<file path="src/rtl/ifetch_unit.sv">
// Instruction fetch stage: PC, credit-limited imem requests, prefetch FIFO
// feeding decode, redirect flush with discard of in-flight responses.
module ifetch_unit #(
   parameter int                 I_WIDTH    = 32,
   parameter int                 A_WIDTH    = 32,
   parameter logic [A_WIDTH-1:0] RESET_PC   = '0,
   parameter int                 FIFO_DEPTH = 2
) (
   input  logic               clk,
   input  logic               rst_n,
   output logic               imem_req,
   output logic [A_WIDTH-1:0] imem_addr,
   input  logic               imem_gnt,
   input  logic               imem_rvalid,
   input  logic [I_WIDTH-1:0] imem_rdata,
   input  logic               redirect_valid,
   input  logic [A_WIDTH-1:0] redirect_pc,
   input  logic               stall,
   output logic [I_WIDTH-1:0] instruction,
   output logic [A_WIDTH-1:0] pc_out,
   output logic               go,
   output logic               fetch_err
);
   localparam int PW = (FIFO_DEPTH > 1) ? $clog2(FIFO_DEPTH) : 1;
   localparam int CW = PW + 1;
   localparam logic [CW:0] DEPTH_W = (CW+1)'(FIFO_DEPTH);

   typedef enum logic [1:0] {INIT, RUN, DRAIN} state_e;

   state_e             state_q, state_d;
   logic [A_WIDTH-1:0] pc_q, pc_d;
   logic [CW-1:0]      out_q, out_d;    // granted, response pending, still wanted
   logic [CW-1:0]      disc_q, disc_d;  // granted before a redirect, to be dropped
   logic [CW-1:0]      cnt_q, cnt_d;
   logic [PW-1:0]      wptr_q, wptr_d, rptr_q, rptr_d;
   logic               err_q, err_d;
   logic [I_WIDTH-1:0] fifo_data_q [FIFO_DEPTH];
   logic [A_WIDTH-1:0] fifo_pc_q   [FIFO_DEPTH];

   logic [CW-1:0]      inflight;
   logic               grant, rv_ok, push, empty;
   logic [A_WIDTH-1:0] rsp_pc;

   // Handshake decode: credit, grant, response acceptance, pop
   always_comb begin
      inflight  = out_q + disc_q;
      imem_req  = (state_q == RUN) && (({1'b0, cnt_q} + {1'b0, out_q}) < DEPTH_W);
      imem_addr = pc_q;
      grant     = imem_req & imem_gnt;
      rv_ok     = imem_rvalid & (inflight != '0);
      push      = rv_ok & ~redirect_valid & (disc_q == '0);
      empty     = (cnt_q == '0);
      go        = ~empty & ~stall & ~redirect_valid & (state_q == RUN);
      // Requests are issued to consecutive words, so the oldest pending one
      // sits out_q words behind the current PC.
      rsp_pc      = pc_q - (A_WIDTH'(out_q) << 2);
      instruction = empty ? '0 : fifo_data_q[rptr_q];
      pc_out      = empty ? '0 : fifo_pc_q[rptr_q];
      fetch_err   = err_q;
   end

   // Next state for FSM, PC, counters and FIFO pointers
   always_comb begin
      state_d = state_q;
      pc_d    = pc_q;
      out_d   = out_q;
      disc_d  = disc_q;
      cnt_d   = cnt_q;
      wptr_d  = wptr_q;
      rptr_d  = rptr_q;
      err_d   = err_q | (imem_rvalid & (inflight == '0));
      if (state_q == INIT) state_d = RUN;
      if (grant) pc_d = pc_q + A_WIDTH'(4);
      if (redirect_valid) begin
         // Everything still in flight becomes garbage; FIFO is flushed.
         pc_d    = {redirect_pc[A_WIDTH-1:2], 2'b00};
         out_d   = '0;
         disc_d  = inflight + CW'(grant) - CW'(rv_ok);
         state_d = (disc_d != '0) ? DRAIN : RUN;
         cnt_d   = '0;
         wptr_d  = '0;
         rptr_d  = '0;
      end else begin
         if (disc_q != '0) begin
            disc_d = disc_q - CW'(rv_ok);
            if (disc_d == '0) state_d = RUN;
         end else begin
            out_d = out_q + CW'(grant) - CW'(rv_ok);
         end
         if (push) wptr_d = wptr_q + PW'(1);
         if (go)   rptr_d = rptr_q + PW'(1);
         cnt_d = cnt_q + CW'(push) - CW'(go);
      end
   end

   // Control state registers
   always_ff @(posedge clk or negedge rst_n) begin
      if (!rst_n) begin
         state_q <= INIT;
         pc_q    <= RESET_PC;
         out_q   <= '0;
         disc_q  <= '0;
         cnt_q   <= '0;
         wptr_q  <= '0;
         rptr_q  <= '0;
         err_q   <= 1'b0;
      end else begin
         state_q <= state_d;
         pc_q    <= pc_d;
         out_q   <= out_d;
         disc_q  <= disc_d;
         cnt_q   <= cnt_d;
         wptr_q  <= wptr_d;
         rptr_q  <= rptr_d;
         err_q   <= err_d;
      end
   end

   // FIFO storage; contents are masked by the count so need no reset
   always_ff @(posedge clk) begin
      if (push) begin
         fifo_data_q[wptr_q] <= imem_rdata;
         fifo_pc_q[wptr_q]   <= rsp_pc;
      end
   end
endmodule

</file>
<file path="config.mk">
export PLATFORM = sky130hd
export DESIGN_NAME = ifetch_unit
export DESIGN_NICKNAME = d
export VERILOG_FILES = /design/src/rtl/ifetch_unit.sv
export SDC_FILE = /design/constraint.sdc
export NUM_CORES = 1
export LEC_CHECK = 0
export ABC_AREA = 1
export CAP_MARGIN = 10
export CORE_MARGIN = 4
export CORE_UTILIZATION = 55
export DETAILED_ROUTE_END_ITERATION = 8
export PLACE_DENSITY = 0.85
export SYNTH_ARGS = -nofsm -noshare
export SYNTH_HDL_FRONTEND = slang
export SYNTH_SLANG_ARGS = --single-unit
</file>
<file path="constraint.sdc">
create_clock -name clk -period 9.6 [get_ports clk]
set_input_delay 1.44 -clock clk [delete_from_list [all_inputs] [get_ports clk]]
set_output_delay 1.44 -clock clk [all_outputs]
set_load 0.02 [all_outputs]
</file>
==> flow_metrics.tcl <==
set metrics [dict create \
    outcome "complete, no violations" \
    regArea_um2 4750 \
    period_share_pct 50.5 \
    internal_power_w 0.00159 \
    maxSlewHeadroom_pct 29.6 \
    critPathKind "input pin to primary output" \
    cts_sinks 165 \
    die-height_um 132 \
    powerDensity_nw_per_um2 231 \
    p_sw_share_pct 35.6 \
    final_max_slew_viol_count 0 \
    period_needed_ps 4850 \
    fin_tns_setup_ps 0 \
    p_leak_nw 4.23 \
    dieArea_um2 17400 \
    synth-simple-area-share_pct 25.1 \
    worst_pin_slew_ps 1060 \
    portBuffers 162 \
    path_clk_slew_ps 70 \
    mostFrequentLayoutCells "nand2_1 (312), clkdlybuf4s50_1 (161), edfxtp_1 (124), nor2_1 (88), inv_1 (71)" \
    syn_inst 936 \
    first_global_vias 6572 \
    area_growth_pct 27.0 \
    antennaDiodeCount 0 \
    rsz0062_at_grt "false" \
    wl_per_cell_um 15.9 \
    cp-start-kind "input pin" \
    timing.hold.worst.class "flop to flop" \
    vias 6917 \
    antenna_found_initial 0 \
    place_area_um2 10100 \
    boundaryPins 169 \
    yosys.area_share.adder_pct 1.96 \
    grt_max_degree 65 \
    cp.required_ps 8160 \
    dr.pass1.iters 5 \
    yosys_warnings 0 \
    synth_cell_types 39 \
    h-tree-depth 4 \
    skew_ps 9.50 \
    crit_path_end_kind "primary output" \
    post-route-util_pct 72.6 \
    drc 0 \
    cts_tree "yes" \
    synth_mux_area_share_pct 0 \
    nNetsFinal 1165 \
    cts_inserted_buffers 17 \
    cp.arrival_ps 3410 \
    die_x_um 132 \
    clock_latency_ps 430 \
    pwr-share-seq_pct 40.3 \
    ys_seq_area_share_pct 56.3 \
    p_switching_w 0.000880 \
    cts_root_buffer "clkbuf_16" \
    antenna_left 0 \
    grt_pass1_wl_um 32700 \
    final_common_cell "nand2_1" \
    synth_top_area_share_pct 44.1 \
    synth_top_family_by_area "simple AND/OR/NAND/NOR gates" \
    yosysTopAreaCell "edfxtp_1" \
    clock_tree.buffer_depth 2 \
    ys_ff_latch 165 \
    track_usage_pct 23.6 \
    fillers 1090 \
    cap_violations 0 \
    clockPowerShare_pct 27.6 \
    post_cts_buffers 0 \
    critPathMaxFanout 36 \
    multi_input_area_um2 3200 \
    synthTopCellsByArea "edfxtp_1 (44%), nand2_1 (14%), dfrtp_1 (12%)" \
    combinationalPowerShare_pct 32.1 \
    finalHoldViolations 0 \
    routed_via_density 5.40 \
    finalSetupViolations 0 \
    synthXorXnorAreaFrac_pct 3.63 \
    dpl.hpwl_um 14000 \
    ir_drop_mv 0.168 \
    drtIter0Drc 475 \
    initial_core_util_pct 57.2 \
    netlist_area_um2 8430 \
    grt_remaining_overflow 0 \
    coreArea_um2 14800 \
    syn_avg_cell_area_um2 9.01 \
    cts_hold_buf 0 \
    design_area_um2 10700 \
    std_cell_rows 44 \
    clock.fmax_mhz 206 \
    wl_um 20400 \
    synth-compound-area-share_pct 6.84 \
    drive_gt1_share_pct 7.30 \
    cts_repair_resize_count 0 \
    gp_congestion 0.908 \
]
[through the flow]
step           total power [W]  hold WS (ps)  instances  setup slack, ps
3_5_place_dp           0.00180           469       1248             4770
4_1_cts                0.00248           486       1280             4770
3_3_place_gp           0.00177           460       1248             4810
5_1_grt                0.00260           532       1280             4650
2_1_floorplan          0.00149           483        939             4610
6_report               0.00247           481       1280             4750
[worst paths after layout]
kind	startpoint	to	slack [ps]	depth (start not counted)
hold / removal	fetch_err	fetch_err	480	1
max in group asynchronous	rst_n	rptr_q	7780	1
hold reg to reg	fetch_err	fetch_err	480	1
setup / recovery	redirect_valid	go	4750	6
min in group asynchronous	rst_n	imem_addr[25]	1150	1
setup reg to reg	out_q[0]	state_q[0]	6910	13
[routing by layer]
| layer | track usage [%] | vias to the layer above | wire [µm] |
|---|---|---|---|
| met5 | 0 | - | 0 |
| met4 | 9.63 | 0 | 660 |
| met3 | 5.46 | 58 | 1310 |
| met2 | 38.2 | 289 | 9740 |
| met1 | 30.9 | 3217 | 8690 |
| li1 | - | 3353 | - |
[flip-flops by register name (all words and copies together), names as in the netlist]
signal,count
cnt_q,2
out_q,2
fifo_data_q,64
wptr_q,1
disc_q,2
imem_addr,30
state_q,2
fifo_pc_q,60
fetch_err,1
rptr_q,1
[critical path, cell delays in order]
cell and delay, ps:
clkdlybuf4s50_1 390, buf_4 250, inv_1 400, nand3_1 190, inv_1 120, clkdlybuf4s50_1 610
[synthesized netlist by cell type]
| library cell | n |
|---|---|
| xnor2_1 | 7 |
| buf_1 | 4 |
| o21bai_1 | 6 |
| inv_2 | 4 |
| nand3b_1 | 2 |
| nand3_1 | 42 |
| or2_2 | 1 |
| a31oi_1 | 3 |
| dfrtp_1 | 41 |
| nand2_4 | 2 |
| ha_1 | 10 |
| a21oi_1 | 66 |
| nor2_2 | 13 |
| nand3_2 | 1 |
| xor2_1 | 28 |
| nor2_8 | 1 |
| clkbuf_2 | 1 |
| nand4_1 | 11 |
| nor3_2 | 1 |
| nand2_1 | 312 |
| nor2_1 | 91 |
| o211ai_1 | 2 |
| buf_2 | 10 |
| nor2_4 | 6 |
| nor3_1 | 2 |
| o31ai_1 | 1 |
| clkbuf_1 | 16 |
| o221ai_1 | 2 |
| edfxtp_1 | 124 |
| nand2_2 | 12 |
| buf_4 | 5 |
| and2_1 | 1 |
| o21ai_0 | 23 |
| a22oi_1 | 1 |
| inv_1 | 71 |
| o21ai_1 | 4 |
| fa_1 | 2 |
| buf_6 | 6 |
| conb_1 | 1 |
[final cells by class]
cell class / instances / area share, %
Clock buffer: 17 / 3.97
Clock inverter: 15 / 1.59
Inverter: 75 / 2.63
Multi-Input combinational cell: 657 / 29.9
Sequential cell: 165 / 44.3
Tap cell: 184 / 2.15
Timing Repair Buffer: 167 / 15.4
[power groups by stage]
stage | combinational, W | clock [W] | sequential [W]
after global placement | 0.000768 | 0 | 0.00100
after floorplan | 0.000487 | 0 | 0.000999
final | 0.000793 | 0.000681 | 0.000996
after global routing | 0.000868 | 0.000719 | 0.00101
after CTS | 0.000795 | 0.000691 | 0.000993
after detailed placement | 0.000789 | 0 | 0.00101
[kinds of logic after synthesis]
kind of cell               count (synthesis)
and+or+nand+nor                          498
DFF                                      165
buffers and inverters                    117
AOI/OAI and AO/OA                        108
xor gates and xnor gates                  35
adders and majority gates                 12
other                                      1
No activity file was read; power rests on OpenSTA's default activity.
